$ cat config.mk
export PLATFORM = sky130hd
export DESIGN_NAME = serial_adder_accum
export DESIGN_NICKNAME = d
export VERILOG_FILES = /design/src/rtl/serial_adder_pkg.sv /design/src/rtl/full_adder_cell.sv /design/src/rtl/serial_adder_accum.sv
export SDC_FILE = /design/constraint.sdc
export NUM_CORES = 1
export LEC_CHECK = 0
export ABC_CLOCK_PERIOD_IN_PS = 2000
export CORE_UTILIZATION = 40
export DETAILED_ROUTE_END_ITERATION = 6
export PLACE_DENSITY_LB_ADDON = 0.2
export SLEW_MARGIN = 20
export SYNTH_ARGS = -nofsm -noshare
export SYNTH_HDL_FRONTEND = slang
export SYNTH_HIERARCHICAL = 1
export SYNTH_SLANG_ARGS = --single-unit
$ cat constraint.sdc
create_clock -name clk -period 2 [get_ports clk]
set_clock_uncertainty 0.1 [all_clocks]
set_input_delay 0.6 -clock clk [delete_from_list [all_inputs] [get_ports clk]]
set_output_delay 0.6 -clock clk [all_outputs]
set_load 0.02 [all_outputs]
$ cat src/rtl/serial_adder_pkg.sv
// Shared types and encodings for the digit-serial adder/accumulator.
package serial_adder_pkg;

    typedef enum logic [1:0] {
        StIdle,
        StRun,
        StDone
    } state_e;

    localparam logic [1:0] MODE_ADD     = 2'b00;
    localparam logic [1:0] MODE_SUB     = 2'b01;
    localparam logic [1:0] MODE_ACC_ADD = 2'b10;
    localparam logic [1:0] MODE_ACC_SUB = 2'b11;

endpackage

$ cat src/rtl/full_adder_cell.sv
// Single-bit full adder; DIGIT of these form the per-cycle ripple chain.
module full_adder_cell (
    input  logic a,
    input  logic b,
    input  logic cin,
    output logic sum,
    output logic cout
);

    assign sum  = a ^ b ^ cin;
    assign cout = (a & b) | (cin & (a ^ b));

endmodule

$ cat src/rtl/serial_adder_accum.sv
// Digit-serial add/subtract/accumulate unit, LSB first, DIGIT bits per clock,
// with valid/ready handshakes on operands and results.
module serial_adder_accum
    import serial_adder_pkg::*;
#(
    parameter int unsigned WIDTH = 8,
    parameter int unsigned DIGIT = 1
) (
    input  logic             clk,
    input  logic             rst,
    input  logic             in_valid,
    output logic             in_ready,
    input  logic [WIDTH-1:0] op_a,
    input  logic [WIDTH-1:0] op_b,
    input  logic [1:0]       mode,
    input  logic             cin,
    input  logic             acc_clr,
    output logic             out_valid,
    input  logic             out_ready,
    output logic [WIDTH-1:0] result,
    output logic             cout,
    output logic             ovf,
    output logic             busy
);

    localparam int unsigned N    = WIDTH / DIGIT;
    localparam int unsigned CntW = (N > 1) ? $clog2(N) : 1;
    localparam logic [CntW-1:0] LastCnt = CntW'(N - 1);

    if (WIDTH < 2 || DIGIT == 0 || (WIDTH % DIGIT) != 0) begin : gen_bad_params
        $error("serial_adder_accum: WIDTH must be >= 2 and a multiple of DIGIT");
    end

    state_e           state_q, state_d;
    logic [WIDTH-1:0] x_q, x_d, y_q, y_d, part_q, part_d;
    logic [WIDTH-1:0] acc_q, acc_d, result_q, result_d;
    logic             carry_q, carry_d, cout_q, cout_d, ovf_q, ovf_d;
    logic [CntW-1:0]  cnt_q, cnt_d;
    logic [1:0]       mode_q, mode_d;

    logic [DIGIT:0]         chain;
    logic [DIGIT-1:0]       sum_dig;
    logic [WIDTH+DIGIT-1:0] part_cat;
    logic [WIDTH-1:0]       acc_src;

    assign chain[0] = carry_q;

    for (genvar i = 0; i < DIGIT; i++) begin : gen_chain
        full_adder_cell u_fa (
            .a    (x_q[i]),
            .b    (y_q[i]),
            .cin  (chain[i]),
            .sum  (sum_dig[i]),
            .cout (chain[i+1])
        );
    end

    // New digit enters at the top; after N shifts the word is LSB-aligned.
    assign part_cat = {sum_dig, part_q};
    // A same-cycle clear must be seen by the operation being accepted.
    assign acc_src  = acc_clr ? '0 : acc_q;

    always_comb begin
        state_d  = state_q;
        x_d      = x_q;
        y_d      = y_q;
        part_d   = part_q;
        acc_d    = acc_q;
        result_d = result_q;
        carry_d  = carry_q;
        cout_d   = cout_q;
        ovf_d    = ovf_q;
        cnt_d    = cnt_q;
        mode_d   = mode_q;

        unique case (state_q)
            StIdle: begin
                if (acc_clr) acc_d = '0;
                if (in_valid) begin
                    mode_d  = mode;
                    cnt_d   = '0;
                    part_d  = '0;
                    state_d = StRun;
                    unique case (mode)
                        MODE_ADD:     begin x_d = op_a;    y_d = op_b;  carry_d = cin;  end
                        MODE_SUB:     begin x_d = op_a;    y_d = ~op_b; carry_d = 1'b1; end
                        MODE_ACC_ADD: begin x_d = acc_src; y_d = op_a;  carry_d = 1'b0; end
                        MODE_ACC_SUB: begin x_d = acc_src; y_d = ~op_a; carry_d = 1'b1; end
                    endcase
                end
            end
            StRun: begin
                x_d     = x_q >> DIGIT;
                y_d     = y_q >> DIGIT;
                carry_d = chain[DIGIT];
                part_d  = part_cat[WIDTH+DIGIT-1:DIGIT];
                cnt_d   = cnt_q + 1'b1;
                if (cnt_q == LastCnt) begin
                    // Top cell of the last digit is the MSB: its carry-in vs carry-out.
                    result_d = part_d;
                    cout_d   = chain[DIGIT];
                    ovf_d    = chain[DIGIT] ^ chain[DIGIT-1];
                    if (mode_q[1]) acc_d = part_d;
                    state_d  = StDone;
                end
            end
            StDone: begin
                if (out_ready) state_d = StIdle;
            end
            default: state_d = StIdle;
        endcase
    end

    always_ff @(posedge clk or posedge rst) begin
        if (rst) begin
            state_q  <= StIdle;
            x_q      <= '0;
            y_q      <= '0;
            part_q   <= '0;
            acc_q    <= '0;
            result_q <= '0;
            carry_q  <= 1'b0;
            cout_q   <= 1'b0;
            ovf_q    <= 1'b0;
            cnt_q    <= '0;
            mode_q   <= MODE_ADD;
        end else begin
            state_q  <= state_d;
            x_q      <= x_d;
            y_q      <= y_d;
            part_q   <= part_d;
            acc_q    <= acc_d;
            result_q <= result_d;
            carry_q  <= carry_d;
            cout_q   <= cout_d;
            ovf_q    <= ovf_d;
            cnt_q    <= cnt_d;
            mode_q   <= mode_d;
        end
    end

    assign in_ready  = (state_q == StIdle);
    assign out_valid = (state_q == StDone);
    assign busy      = (state_q != StIdle);
    assign result    = result_q;
    assign cout      = cout_q;
    assign ovf       = ovf_q;

endmodule

==> impl_metrics.ini, run 1 <==
[run_status]
status = complete, no violations

[worst_setup_path]
crit_fanout = 2
cp_slowest_cell = clkdlybuf4s50_1
crit_required_ns = 1.30
r2r_cells = 5
path_cells = clkdlybuf4s50_1
timing.rr.start = state_q[0]
path_buf_inv = 1
crit_arrival_ns = 1.25
endpoint = result[0]
r2r_end = part_q[3]
cp.depth = 1
worstSetupStartpointType = register
critPathMaxStageDelay_ns = 0.60
reg2reg_slack_ns = 0.20
worst-setup-path-type = register to output pin
crit_family = buffers and inverters
startpoint = result[0]
cp-end-kind = output pin

[synth]
yosysTopAreaCellShare_pct = 53.6
syn_area_per_cell_um2 = 11.3
yosysUniqueCellTypes = 35
synth_area_leader_cell = dfrtp_1
ys_ff_latch = 48
yosys-top-cells-area = dfrtp_1 54%, mux2_2 4.5%, nand2_1 4.2%, mux2i_1 3.6%, o21ai_0 3.6%
yosysWarnings = 6
synthCells = 198
ys.flop_type = dfrtp_1
synth.most_common_cell = dfrtp_1
synth_edf_count = 0
synth-async-reset-ratio_pct = 100
seq_area_frac_synth_pct = 53.6
syn_area_mm2 = 0.00224
syn_nets = 225
synth_common_cells = 48 x dfrtp_1, 25 x nand2_1, 16 x o21ai_0

[die]
start_util_pct = 42.8
die-area_mm2 = 0.00591
row_count = 26
ios = 37
die_w_um = 76.9
coreArea_mm2 = 0.00524
die_h_um = 76.9

[grt]
antenna_found_initial = 0
grt_pass1_wl_um = 8450
grt_max_degree = 49
grt_usage_pct = 18.4
overflow = 0
grt_pass1_vias = 1650

[flow_run]
maxCapViolCount = 0

[place]
dpl.hpwl_um = 3400
routabilityCongestion = 0.764
port-buffer-count = 36

[hold_path]
hold_class = register to register

[clocking]
cts_hold_buf = 0
numCtsBuffers = 5
post-cts-setup-buffer-count = 0
cts.sinks = 48
cts_max_level = 2
tritoncts = yes
clock_path_buffers = 2
clk_pin_slew_ns = 0.08
worstSkewPairLatency_ns = 0.30
cts-root-buf = clkbuf_8

[routing]
drt-initial-drc-count = 83
drc = 0
via_per_inst = 5.17
drt-total-wl_um = 4770
dr_total_vias = 1617
ant_nets = 0
wl_per_cell_um = 15.3
first_pass_iters = 4

[sta]
totalNegativeSetupSlack_ns = 0
fmax_mhz = 513
hold_viol = 0
hold_ws_ns = 0.388
finalSetupViolations = 0
slew_viol_final = 0
grt_setup_unrepaired = no
finalCritPeriodShare_pct = 97.5
layout_min_cycle_time_ns = 1.95
max_slew.worst_pin.slew_ns = 0.840
slew-limit-headroom_pct = 43.9

[finish]
fill_cells = 434
diodes = 0
fin_util_pct = 54.3
layout-drive-gt1-share_pct = 18.5
nNetsFinal = 269
syn_to_final_growth_pct = 27.0

[power_and_ir_drop]
p_per_area_mw_per_mm2 = 1340
power_uw = 3820
max-vdd-ir-drop_mv = 0.681
p_leak_uw = 0.00137
-- stage by stage --
step | setup WS (ns) | instances | area [um^2]
finish | 0.0498 | 313 | 2850
global route | 0.0106 | 313 | 2850
CTS | 0.0205 | 313 | 2840
detailed placement | -0.245 | 305 | 2730
global placement | -0.175 | 305 | 2730
floorplan | 0.156 | 198 | 2240
-- power by group --
| group | total, uW | leakage [uW] | internal, uW | switching (uW) |
|---|---|---|---|---|
| combinational | 1520 | 0.000699 | 712 | 811 |
| sequential | 1610 | 0.000620 | 1350 | 255 |
| clock | 690 | 0.0000541 | 370 | 320 |
-- sequential cells by signal (all words and copies together) (netlist names) --
| name | cells |
|---|---|
| acc_q | 8 |
| result | 8 |
| x_q | 8 |
| y_q | 8 |
| part_q | 7 |
| cnt_q | 3 |
| state_q | 2 |
| carry_q | 1 |
| cout | 1 |
| mode_q | 1 |
| ovf | 1 |
-- final cells by class --
type	instances	area, um^2	share of cell area [%]
clock buffers	5	68.8	2.42
clock inverters	3	42.5	1.50
inverters	4	15.0	0.528
multi-input cells	132	947	33.3
flip-flops and latches	48	1200	42.2
well taps	70	87.6	3.08
repair buffers	51	483	17.0
-- layout by cell type, fill, tap and decap left out, types with 2 or more instances in the layout --
cell	count
a221oi_2	4
a22o_1	8
a22oi_1	10
a2bb2oi_1	4
buf_2	2
buf_4	14
clkbuf_8	5
clkdlybuf4s50_1	28
dfrtp_1	48
dlymetal6s2s_1	5
ha_1	2
inv_1	2
mux2_2	9
mux2i_1	8
nand2_1	25
nand2b_1	2
nand3_1	11
nor2_1	6
nor2b_1	2
o21ai_0	16
o22ai_1	4
xor2_1	8
-- timing repair --
| item | CTS | global route |
|---|---|---|
| resized for setup | 9 | 8 |
| endpoints found under the setup margin | 3 | 8 |
| cloned | 0 | 0 |
-- logic make-up after synthesis --
family                   count (synthesis)  share of synthesized area (%)
AND/OR/NAND/NOR                         53                           11.5
XOR/XNOR                                 9                           3.52
AO/OA/AOI/OAI                           50                           16.8
multiplexers                            17                           8.10
buffers and inverters                   18                           4.47
flip-flops                              48                           53.6
adder cells (fa/ha/maj)                  3                           2.01
-- worst min-delay path by stage --
| stage | depth (start not counted) | startpoint | slack, ns | to |
|---|---|---|---|---|
| CTS | 2 | ovf | 0.40 | ovf |
| global placement | 2 | mode_q[1] | 0.37 | mode_q[1] |
| floorplan | 2 | mode_q[1] | 0.34 | mode_q[1] |
| detailed placement | 2 | ovf | 0.38 | ovf |
| global route | 1 | cout | 0.44 | cout |
| finish | 2 | ovf | 0.39 | ovf |
-- per-layer routing --
layer / part of all wire, % / global-route usage [%] / routed length (um)
met1: 49 / 25.6 / 2350
met2: 46 / 28.5 / 2190
met3: 3.9 / 3.93 / 186
met4: 0.88 / 5.96 / 42
met5: 0 / 0 / 0
(Power assumes the default switching activity.)
==> inputs of run 2 (changes only) <==
ABC_AREA = 1   (was not set)
MAX_ROUTING_LAYER = met4   (was not set)
==> run 2 against run 1 <==
Area after synthesis increased by 15%. Worst hold slack got worse by 0.012 ns. Clock power increased by 0.6%. Combinational power increased by 9%. Largest cell class unchanged. Critical path depth unchanged. Power increased by 1.7%. Wire length increased by 24%. Cell count increased by 52%.
==> impl_metrics.ini, run 2 <==
[grt]
grt_max_degree = 26
grt_usage_pct = 20.6
grt_pass1_vias = 2170
grt_pass1_wl_um = 10000
antenna_found_initial = 0
overflow = 0

[die]
row_count = 28
die_w_um = 82.3
die-area_mm2 = 0.00678
start_util_pct = 42.6
coreArea_mm2 = 0.00606
die_h_um = 82.3
ios = 37

[synth]
synth-async-reset-ratio_pct = 100
yosysTopAreaCellShare_pct = 46.5
ys_ff_latch = 48
synth_edf_count = 0
syn_area_per_cell_um2 = 7.25
synth.most_common_cell = nand2_1
synthCells = 356
ys.flop_type = dfrtp_1
syn_nets = 383
syn_area_mm2 = 0.00258
synth_common_cells = 135 x nand2_1, 48 x dfrtp_1, 48 x nand3_1
seq_area_frac_synth_pct = 46.5
yosysUniqueCellTypes = 22
yosysWarnings = 6
yosys-top-cells-area = dfrtp_1 47%, nand2_1 20%, nand3_1 9.3%, inv_1 6.5%, o21ai_0 3.3%
synth_area_leader_cell = dfrtp_1

[worst_setup_path]
critPathMaxStageDelay_ns = 0.60
crit_required_ns = 1.30
cp-end-kind = output pin
worst-setup-path-type = register to output pin
path_buf_inv = 1
worstSetupStartpointType = register
crit_fanout = 2
path_cells = clkdlybuf4s50_1
crit_arrival_ns = 1.26
cp_slowest_cell = clkdlybuf4s50_1
crit_family = buffers and inverters

[clocking]
cts.sinks = 48
numCtsBuffers = 5
cts_hold_buf = 0
tritoncts = yes
clk_pin_slew_ns = 0.09
cts-resized-gates = 3
cts_max_level = 2
clock_path_buffers = 2
post-cts-setup-buffer-count = 0
worstSkewPairLatency_ns = 0.30
cts-root-buf = clkbuf_8

[finish]
syn_to_final_growth_pct = 24.6
mostFrequentLayoutCell = nand2_1
diodes = 0
final_cell_mix = 135 x nand2_1, 48 x nand3_1, 47 x dfrtp_1, 43 x inv_1, 28 x clkdlybuf4s50_1
finalInstanceArea_mm2 = 0.00322
nNetsFinal = 428
layout-drive-gt1-share_pct = 10.2

[routing]
drc = 0
drt-total-wl_um = 5910
wl_per_cell_um = 12.4
ant_nets = 0
via_per_inst = 4.90
dr_total_vias = 2339
first_pass_iters = 4
drt-initial-drc-count = 139

[run_status]
status = complete, no violations

[power_and_ir_drop]
p_leak_uw = 0.00175
power.switching_uw = 1530
pwr-share-clk_pct = 17.9
power_uw = 3880
power_frac_comb_pct = 42.5
p_per_area_mw_per_mm2 = 1210
max-vdd-ir-drop_mv = 0.543
power_frac_seq_pct = 39.6
p_sw_share_pct = 39.5
intPower_uw = 2350

[place]
dp_slack_ns = 0.0973
dpl.hpwl_um = 4380
placed_cell_area_mm2 = 0.00310
port-buffer-count = 36
routabilityCongestion = 0.803

[sta]
slew_viol_final = 0
finalSetupViolations = 0
max_slew.worst_pin.slew_ns = 0.384
layout_min_cycle_time_ns = 1.96
hold_ws_ns = 0.377
fmax_mhz = 509
layout_setup_ws_ns = 0.0369
grt_setup_unrepaired = no
totalNegativeSetupSlack_ns = 0
hold_viol = 0
finalCritPeriodShare_pct = 98.2
slew-limit-headroom_pct = 74.4

[hold_path]
hold_class = register to register

[flow_run]
maxCapViolCount = 0
[run 2: kinds of logic after synthesis]
logic type                 synth area share [%]
and+or+nand+nor                            33.2
buffers and inverters                      10.3
DFF                                        46.5
AOI/OAI and AO/OA                          7.90
adders and majority gates                  1.74
xor gates and xnor gates                  0.339
[run 2: per-layer routing]
layer | wire length [um] | vias to the layer above | share of wire (%) | track usage (%)
met5 | 0 | - | 0 | -
met4 | 67 | 0 | 1.1 | 5.61
met3 | 263 | 5 | 4.5 | 4.29
met2 | 2710 | 52 | 46 | 31.4
met1 | 2870 | 1090 | 49 | 27.6
li1 | - | 1192 | - | -
[run 2: per-stage QoR]
| stage | cells | utilization [%] |
|---|---|---|
| 2_1_floorplan | 356 | - |
| 3_3_place_gp | 469 | 51.1 |
| 3_5_place_dp | 469 | 51.1 |
| 4_1_cts | 477 | 52.8 |
| 5_1_grt | 477 | 53.1 |
| 6_report | 477 | 53.1 |
[run 2: path summary, 6_finish.rpt]
kind                       startpoint          to  slack (ns)  depth (start not counted)
max                         result[6]   result[6]        0.04                          1
min                              cout        cout        0.38                          2
max reg2reg                  cnt_q[0]    acc_q[7]        0.42                          6
min reg2reg                      cout        cout        0.38                          2
max in group asynchronous         rst  state_q[0]        0.88                          3
min in group asynchronous         rst   result[1]        0.48                          2
[run 2: worst register-to-register path: cells and delay by family, from the launching register on]
| family | cells | cell delay (ns) |
|---|---|---|
| adder cells (fa/ha/maj) | 2 | 0.47 |
| flip-flops | 1 | 0.40 |
| AND/OR/NAND/NOR | 4 | 0.50 |
[run 2: final cells by class]
| type | count | area, um^2 |
|---|---|---|
| Inverter | 49 | 184 |
| Tap cell | 75 | 93.8 |
| Clock buffer | 6 | 72.6 |
| Timing Repair Buffer | 52 | 513 |
| Fill cell | 601 | 2850 |
| Clock inverter | 2 | 35.0 |
| Sequential cell | 48 | 1200 |
| Multi-Input combinational cell | 245 | 1110 |
[run 2: power groups by stage]
stage	Combinational, uW	Sequential [uW]	Clock (uW)
floorplan	1040	1600	0
global placement	1650	1540	0
detailed placement	1680	1560	0
CTS	1670	1540	706
global route	1880	1590	738
finish	1650	1540	694
==> inputs of run 3 (changes only) <==
CORE_UTILIZATION = 51   (was 40)
==> run 3 against run 2 <==
Combinational power is 2% lower. Worst hold slack better by 0.0055 ns. Design area is 2.3% lower. Sequential power hardly changed. Non-clock buffer count is 4 lower. Maximum frequency is 0.39% higher. Highest routed layer unchanged. Flip-flop and latch count stayed put. First-iteration DRC count is 3.6% higher. Register-to-register slack hardly changed.
==> impl_metrics.ini, run 3 (synthesis gave the netlist of run 2 again) <==
[grt]
antenna_found_initial = 0
grt_pass1_vias = 2232
grt_max_degree = 49
overflow = 0
grt_pass1_wl_um = 9620
grt_usage_pct = 24.1

[worst_setup_path]
crit_arrival_ns = 1.26
worstSetupStartpointType = register
worst-setup-path-type = register to output pin
path_buf_inv = 1
critPathMaxStageDelay_ns = 0.60
crit_fanout = 2
crit_family = buffers and inverters
cp-end-kind = output pin
path_cells = clkdlybuf4s50_1
crit_required_ns = 1.30
cp_slowest_cell = clkdlybuf4s50_1

[sta]
slew_viol_final = 0
hold_viol = 0
max_slew.worst_pin.slew_ns = 0.391
totalNegativeSetupSlack_ns = 0
finalSetupViolations = 0
fmax_mhz = 511
finalCritPeriodShare_pct = 97.8
grt_setup_unrepaired = no
slew-limit-headroom_pct = 73.9
layout_setup_ws_ns = 0.0445
layout_min_cycle_time_ns = 1.96

[place]
dp_slack_ns = 0.0821
placed_cells = 457
routabilityCongestion = 0.796
port-buffer-count = 36
dpl.hpwl_um = 3880

[routing]
ant_nets = 0
dr_total_vias = 2319
drt-total-wl_um = 5440
drt-initial-drc-count = 144
via_per_inst = 4.99
first_pass_iters = 4
wl_per_cell_um = 11.7
drc = 0

[finish]
final_cell_mix = 135 x nand2_1, 48 x nand3_1, 47 x dfrtp_1, 44 x inv_1, 30 x clkdlybuf4s50_1
fill_cells = 438
multiInputGateArea_mm2 = 0.00111
mostFrequentLayoutCell = nand2_1
syn_to_final_growth_pct = 21.7
diodes = 0
nNetsFinal = 424
seqCellArea_mm2 = 0.00120
fin_util_pct = 65.6
finalNonFillerCells = 465
layout-drive-gt1-share_pct = 9.05

[run_status]
status = complete, no violations

[clocking]
clock_path_buffers = 2
numCtsBuffers = 5
clk_pin_slew_ns = 0.09
tritoncts = yes
worstSkewPairLatency_ns = 0.30
cts-root-buf = clkbuf_8
cts.sinks = 48
cts_max_level = 2
cts_hold_buf = 0

[die]
start_util_pct = 53.9
ios = 37
die-area_mm2 = 0.00535
row_count = 25
coreArea_mm2 = 0.00479
die_h_um = 73.1
die_w_um = 73.1

[hold_path]
hold_class = register to register

[power_and_ir_drop]
max-vdd-ir-drop_mv = 0.725
p_per_area_mw_per_mm2 = 1190
p_leak_uw = 0.00169

[flow_run]
maxCapViolCount = 0
run 3: stage by stage:
step / instance area [um^2] / power (uW) / hold WS, ns
after floorplan: 2580 / 2640 / 0.346
after global placement: 3050 / 3140 / 0.356
after detailed placement: 3050 / 3190 / 0.366
after CTS: 3130 / 3760 / 0.389
after global routing: 3140 / 4040 / 0.415
final: 3140 / 3730 / 0.382
run 3: layer usage:
layer	vias up	wire length, um	global-route usage [%]
met5	-	0	-
met2	66	2610	39.8
met1	1059	2510	30.2
met3	4	274	3.73
li1	1190	-	-
met4	0	44	7.84
run 3: repair_timing:
item,4_1_cts,5_1_grt
resized for setup,3,6
endpoints found under the setup margin,3,5
setup buffers,0,0
run 3: final timing paths:
check	from	end	slack [ns]	cells past startpoint
worst max-delay path	result[6]	result[6]	0.04	1
worst min-delay path	cout	cout	0.38	2
worst max register to register	cnt_q[0]	acc_q[3]	0.41	6
worst min register to register	cout	cout	0.38	2
max in group asynchronous	rst	state_q[0]	1.02	3
min in group asynchronous	rst	result[0]	0.55	3
run 3: layout make-up:
type	instances	share of cell area, %
Sequential cell	48	38.3
Multi-Input combinational cell	245	35.5
Timing Repair Buffer	48	14.9
Inverter	49	5.85
Tap cell	67	2.67
Clock buffer	5	2.19
Clock inverter	3	0.597
run 3: power by group:
group | internal, uW | switching (uW)
logic | 634 | 977
registers | 1330 | 210
clock network | 244 | 328
